===== config.mk =====
export PLATFORM = sky130hd
export DESIGN_NAME = uart_cmd_ctrl
export DESIGN_NICKNAME = d
export VERILOG_FILES = /design/src/rtl/uart_cmd_ctrl.sv
export SDC_FILE = /design/constraint.sdc
export NUM_CORES = 1
export LEC_CHECK = 0
export ABC_AREA = 0
export CORE_MARGIN = 3
export CORE_UTILIZATION = 40
export CTS_CLUSTER_SIZE = 28
export DETAILED_ROUTE_END_ITERATION = 12
export SYNTH_ARGS = -nofsm -noshare
export SYNTH_HDL_FRONTEND = slang
export SYNTH_SLANG_ARGS = --single-unit

===== constraint.sdc =====
create_clock -name clk -period 5.4 [get_ports clk]
set_input_delay 1.08 -clock clk [delete_from_list [all_inputs] [get_ports clk]]
set_output_delay 1.08 -clock clk [all_outputs]
set_load 0.01 [all_outputs]

===== src/rtl/uart_cmd_ctrl.sv =====
// Serial command sequencer: frames SYNC/ADDR/LEN/DATA/CSUM, buffers the payload,
// replays it as config-bus writes once the checksum verifies, then answers ACK/NAK.
module uart_cmd_ctrl #(
  parameter logic [7:0] SYNC_BYTE      = 8'hA5,
  parameter int         MAX_LEN        = 16,
  parameter int         TIMEOUT_CYCLES = 1625000,
  parameter logic [7:0] ACK_BYTE       = 8'h06,
  parameter logic [7:0] NAK_BYTE       = 8'h15
) (
  input  logic       clk,
  input  logic       rst,
  input  logic [7:0] rx_data,
  input  logic       rx_valid,
  output logic [7:0] wr_addr,
  output logic [7:0] wr_data,
  output logic       wr_valid,
  input  logic       wr_ready,
  output logic [7:0] tx_data,
  output logic       tx_valid,
  input  logic       tx_ready,
  output logic       busy,
  output logic [7:0] err_count
);

  localparam int AW = (MAX_LEN > 1) ? $clog2(MAX_LEN) : 1;
  localparam int TW = $clog2(TIMEOUT_CYCLES + 1);

  localparam logic [2:0] S_IDLE   = 3'd0;
  localparam logic [2:0] S_ADDR   = 3'd1;
  localparam logic [2:0] S_LEN    = 3'd2;
  localparam logic [2:0] S_DATA   = 3'd3;
  localparam logic [2:0] S_CSUM   = 3'd4;
  localparam logic [2:0] S_COMMIT = 3'd5;
  localparam logic [2:0] S_RESP   = 3'd6;

  logic [2:0]    state_q, state_d;
  logic [7:0]    base_q, base_d;
  logic [7:0]    len_q, len_d;
  logic [7:0]    sum_q, sum_d;
  logic [AW-1:0] idx_q, idx_d;
  logic [TW-1:0] tmo_q, tmo_d;
  logic          ack_q, ack_d;
  logic [7:0]    err_q, err_d;
  logic          err_inc;
  logic [7:0]    buf_q [MAX_LEN];
  logic [7:0]    sum_add;
  logic          last_idx;

  assign sum_add  = sum_q + rx_data;
  assign last_idx = (8'(idx_q) == len_q - 8'd1);

  always_comb begin
    state_d = state_q;
    base_d  = base_q;
    len_d   = len_q;
    sum_d   = sum_q;
    idx_d   = idx_q;
    tmo_d   = tmo_q;
    ack_d   = ack_q;
    err_inc = 1'b0;
    case (state_q)
      S_IDLE: begin
        if (rx_valid && rx_data == SYNC_BYTE) begin
          state_d = S_ADDR;
          tmo_d   = '0;
        end
      end
      S_ADDR, S_LEN, S_DATA, S_CSUM: begin
        // A byte arriving on the expiry cycle still counts; it also restarts the timer.
        if (rx_valid) begin
          tmo_d = '0;
          case (state_q)
            S_ADDR: begin
              base_d  = rx_data;
              sum_d   = rx_data;
              state_d = S_LEN;
            end
            S_LEN: begin
              len_d = rx_data;
              sum_d = sum_add;
              if (rx_data == 8'd0) begin
                state_d = S_CSUM;
              end else if ({1'b0, rx_data} > 9'(MAX_LEN)) begin
                state_d = S_RESP;
                ack_d   = 1'b0;
                err_inc = 1'b1;
              end else begin
                state_d = S_DATA;
                idx_d   = '0;
              end
            end
            S_DATA: begin
              sum_d = sum_add;
              idx_d = idx_q + AW'(1);
              if (last_idx) state_d = S_CSUM;
            end
            default: begin
              sum_d = sum_add;
              if (sum_add == 8'd0) begin
                idx_d   = '0;
                ack_d   = 1'b1;
                state_d = (len_q == 8'd0) ? S_RESP : S_COMMIT;
              end else begin
                ack_d   = 1'b0;
                err_inc = 1'b1;
                state_d = S_RESP;
              end
            end
          endcase
        end else if (tmo_q == TW'(TIMEOUT_CYCLES - 1)) begin
          state_d = S_IDLE;
          err_inc = 1'b1;
        end else begin
          tmo_d = tmo_q + TW'(1);
        end
      end
      S_COMMIT: begin
        err_inc = rx_valid;
        if (wr_ready) begin
          if (last_idx) begin
            state_d = S_RESP;
            ack_d   = 1'b1;
          end else begin
            idx_d = idx_q + AW'(1);
          end
        end
      end
      S_RESP: begin
        err_inc = rx_valid;
        if (tx_ready) state_d = S_IDLE;
      end
      default: state_d = S_IDLE;
    endcase
  end

  assign err_d = (err_inc && err_q != 8'hFF) ? err_q + 8'd1 : err_q;

  always_ff @(posedge clk) begin
    if (rst) begin
      state_q <= S_IDLE;
      base_q  <= '0;
      len_q   <= '0;
      sum_q   <= '0;
      idx_q   <= '0;
      tmo_q   <= '0;
      ack_q   <= 1'b0;
      err_q   <= '0;
    end else begin
      state_q <= state_d;
      base_q  <= base_d;
      len_q   <= len_d;
      sum_q   <= sum_d;
      idx_q   <= idx_d;
      tmo_q   <= tmo_d;
      ack_q   <= ack_d;
      err_q   <= err_d;
    end
  end

  // Payload store needs no reset; it is always written before COMMIT reads it.
  always_ff @(posedge clk) begin
    if (state_q == S_DATA && rx_valid) buf_q[idx_q] <= rx_data;
  end

  assign busy      = (state_q != S_IDLE);
  assign wr_valid  = (state_q == S_COMMIT);
  assign wr_addr   = wr_valid ? base_q + 8'(idx_q) : 8'd0;
  assign wr_data   = wr_valid ? buf_q[idx_q] : 8'd0;
  assign tx_valid  = (state_q == S_RESP);
  assign tx_data   = tx_valid ? (ack_q ? ACK_BYTE : NAK_BYTE) : 8'd0;
  assign err_count = err_q;

endmodule

==> reports/qor.txt <==
Residual DRC: 0
Worst r2r src: sum_q[0]
Synthesized area: 0.009174 mm^2
IO Port Bufs: 43
Combinational family with the most area after synthesis: simple AND/OR/NAND/NOR gates
Yosys top cell area share: 41.90%
Via density: 5.629
Max transition margin: 20.32%
FP Rows: 54
Initial antenna violation count: 0
Maximum clock rate: 0.2294 GHz
Post-synth EDFFs: 128
Mean routed wirelength per cell: 19.65 um
Transition time of the tightest slew-check pin: 1.189 ns
Max Cap Viol: 0
TNS Setup: 0 ns
Gr usage total: 17.61%
Top FF cell, synth: edfxtp_1
Max Clock Skew: 0.01121 ns
Syn. warnings: 0
Placed inst area: 0.009871 mm^2
Post-cts resize count: 0
Initial Util: 41.40%
Reg2reg setup slack: 2.38 ns
Met3 usage: 3.547%
Sequential element share of the synthesized area: 56.08%
CP required: 4.32 ns
CTS hold repair buffers: 0
Die span in x: 157.4 um
CTS Buf Count: 17
Pleak: 0.003399 uW
Core region area: 0.02216 mm^2
Post-layout min period: 4.360 ns
Global-route wire length before repair: 33420 um
Overall Power: 3784 uW
CP max FO: 21
Clk sinks: 193
Run status: complete, no violations
Final HPWL DP: 14000 um
Synth-to-layout area growth: 14.29%
Post-Synth Simple-Gate Area: 15.08%
CTS tree: done
Util after Layout: 47.31%
Synth Instances: 742
Clk pin slew, worst setup/hold paths: 0.07 ns
Worst setup endpoint: wr_data[6]
Vias in the first global route: 6062
Yosys reg bits: 193
Via count: 6006
GPL Wtd Cong: 0.8086
Root Driver: clkbuf_16
Grt met2 use: 28.95%
Worst-Skew Late Latency: 0.44 ns
Crit start category: register
Initial drt markers: 488
Maximum VDD drop: 226.3 uV
Syn avg cell area: 12.36 um^2
Post-CTS setup buffer count: 0
Dominant cell type by area after synthesis: edfxtp_1
Unrepaired setup endpoints after global routing: no
Gr busiest metal: met2
Synth top area cells: edfxtp_1, dfxtp_1, mux4_2
Crit Path Class: register to primary output
Clock tree buffer depth: 2
Ant diodes: 0
Post-Synth Adder-Cell Area: 2.891%
Pin count of the biggest net entering global routing: 33
Ratio of cells with drive above 1 in the final layout: 14.99%
Met1 Resource Use GR: 23.24%
GRT overflow: 0
Drt total wl: 20970 um
Critical Path End Type: primary output
# IOs: 48
Post-synthesis mux area share: 11.59%
Arrival @ worst endpoint: 3.28 ns
Fin. Hold Viols: 0
Worst R2R Path Depth: 10
Asr flop ratio synth: 0%
Compound-Gate Fraction of Synth Area: 8.797%
Die H: 157.4 um
ANT nets after route: 0
Final cycle utilization of the critical path: 80.74%
H-tree lvl count: 4
Die ar.: 0.02479 mm^2
Cell area after layout: 0.01049 mm^2
Nets@finish: 807
Final setup violation count: 0
Synth Area in XOR/XNOR: 2.960%
HP Class: register to register
Library cells used by synthesis: 70
P per Cell Area: 360.9 mW/mm^2
Max-slew violation count: 0
Initial DRT Pass Iterations: 5
sequential cells by signal (all words and copies together), names as in the netlist, named ones only:
register and flops:
ack_q 1, base_q 8, buf_q 128, err_count 8
idx_q 4, len_q 8, state_q 3, sum_q 8
tmo_q 21
cells in the final DEF (no fill, tap or decap), types with 6 or more instances in the layout:
master / count
buf_4: 10
inv_1: 10
or3_1: 14
edfxtp_1: 128
xnor2_1: 20
and3_1: 11
nor2_1: 73
clkbuf_16: 17
a21oi_1: 37
xor2_1: 11
dfxtp_1: 63
and2_1: 6
nand2b_1: 11
o21a_1: 6
clkdlybuf4s50_1: 43
nor3_1: 19
nand2_1: 74
mux4_2: 40
a211oi_1: 8
mux2i_1: 14
nor4_1: 7
nand3_1: 13
ha_1: 18
nor2b_1: 15
o21ai_0: 19
layer usage:
| metal | up-vias | routed length, um | share of wire (%) |
|---|---|---|---|
| met1 | 2981 | 9395 | 45 |
| li1 | 2838 | - | - |
| met2 | 152 | 10090 | 48 |
| met3 | 35 | 886 | 4.2 |
| met4 | 0 | 597 | 2.8 |
| met5 | - | 0 | 0 |
worst min-delay path by stage:
| stage | slack (ns) | depth (start not counted) | endpoint | startpoint |
|---|---|---|---|---|
| floorplan | 0.44 | 2 | base_q[0] | base_q[0] |
| global placement | 0.45 | 2 | base_q[0] | base_q[0] |
| detailed placement | 0.46 | 2 | base_q[3] | base_q[3] |
| CTS | 0.47 | 2 | base_q[3] | base_q[3] |
| global route | 0.49 | 2 | base_q[7] | base_q[7] |
| finish | 0.47 | 2 | base_q[3] | base_q[3] |
kinds of logic after synthesis:
| kind of cell | after synthesis |
|---|---|
| AND/OR/NAND/NOR | 274 |
| flip-flops | 193 |
| AO/OA/AOI/OAI | 113 |
| multiplexers | 56 |
| buffers and inverters | 54 |
| XOR/XNOR | 31 |
| adder cells (fa/ha/maj) | 20 |
| other | 1 |
through the flow:
stage | setup WS [ns] | hold slack [ns] | cells
final | 1.040 | 0.4737 | 1067
after floorplan | 1.905 | 0.4406 | 745
after global placement | 1.046 | 0.4470 | 1035
after detailed placement | 0.8883 | 0.4555 | 1035
after global routing | 0.8080 | 0.4887 | 1067
after CTS | 0.9445 | 0.4674 | 1067
where the power goes:
part,internal [uW],total (uW),switching (uW)
Sequential,1620,1700,78.2
Clock,710,1310,602
Combinational,338,774,436
Total,2670,3780,1120
Yosys cell counts (all sizes together), types with 12 or more instances:
master,number
edfxtp,128
nand2,74
nor2,73
dfxtp,65
a21oi,40
mux4,40
clkbuf,28
nor3,24
o21ai,21
xnor2,20
ha,18
buf,15
nor2b,15
or3,15
mux2i,14
nand3,13
a211oi,12
final cells by class:
type                    count  area (um^2)
clock inverters            14        185.2
flip-flops and latches    193         5147
inverters                  11        41.29
well taps                 280        350.3
fillers                  1986        11680
repair buffers             53        505.5
multi-input cells         498         3826
clock buffers              18        429.2
worst max-delay path: stages (launching register included):
cell and delay [ns]:
dfxtp_2 0.61, buf_4 0.47, mux4_2 0.59, mux4_2 0.47
nor2b_1 0.16, clkdlybuf4s50_1 0.51
No activity file was read; power rests on OpenSTA's default activity.
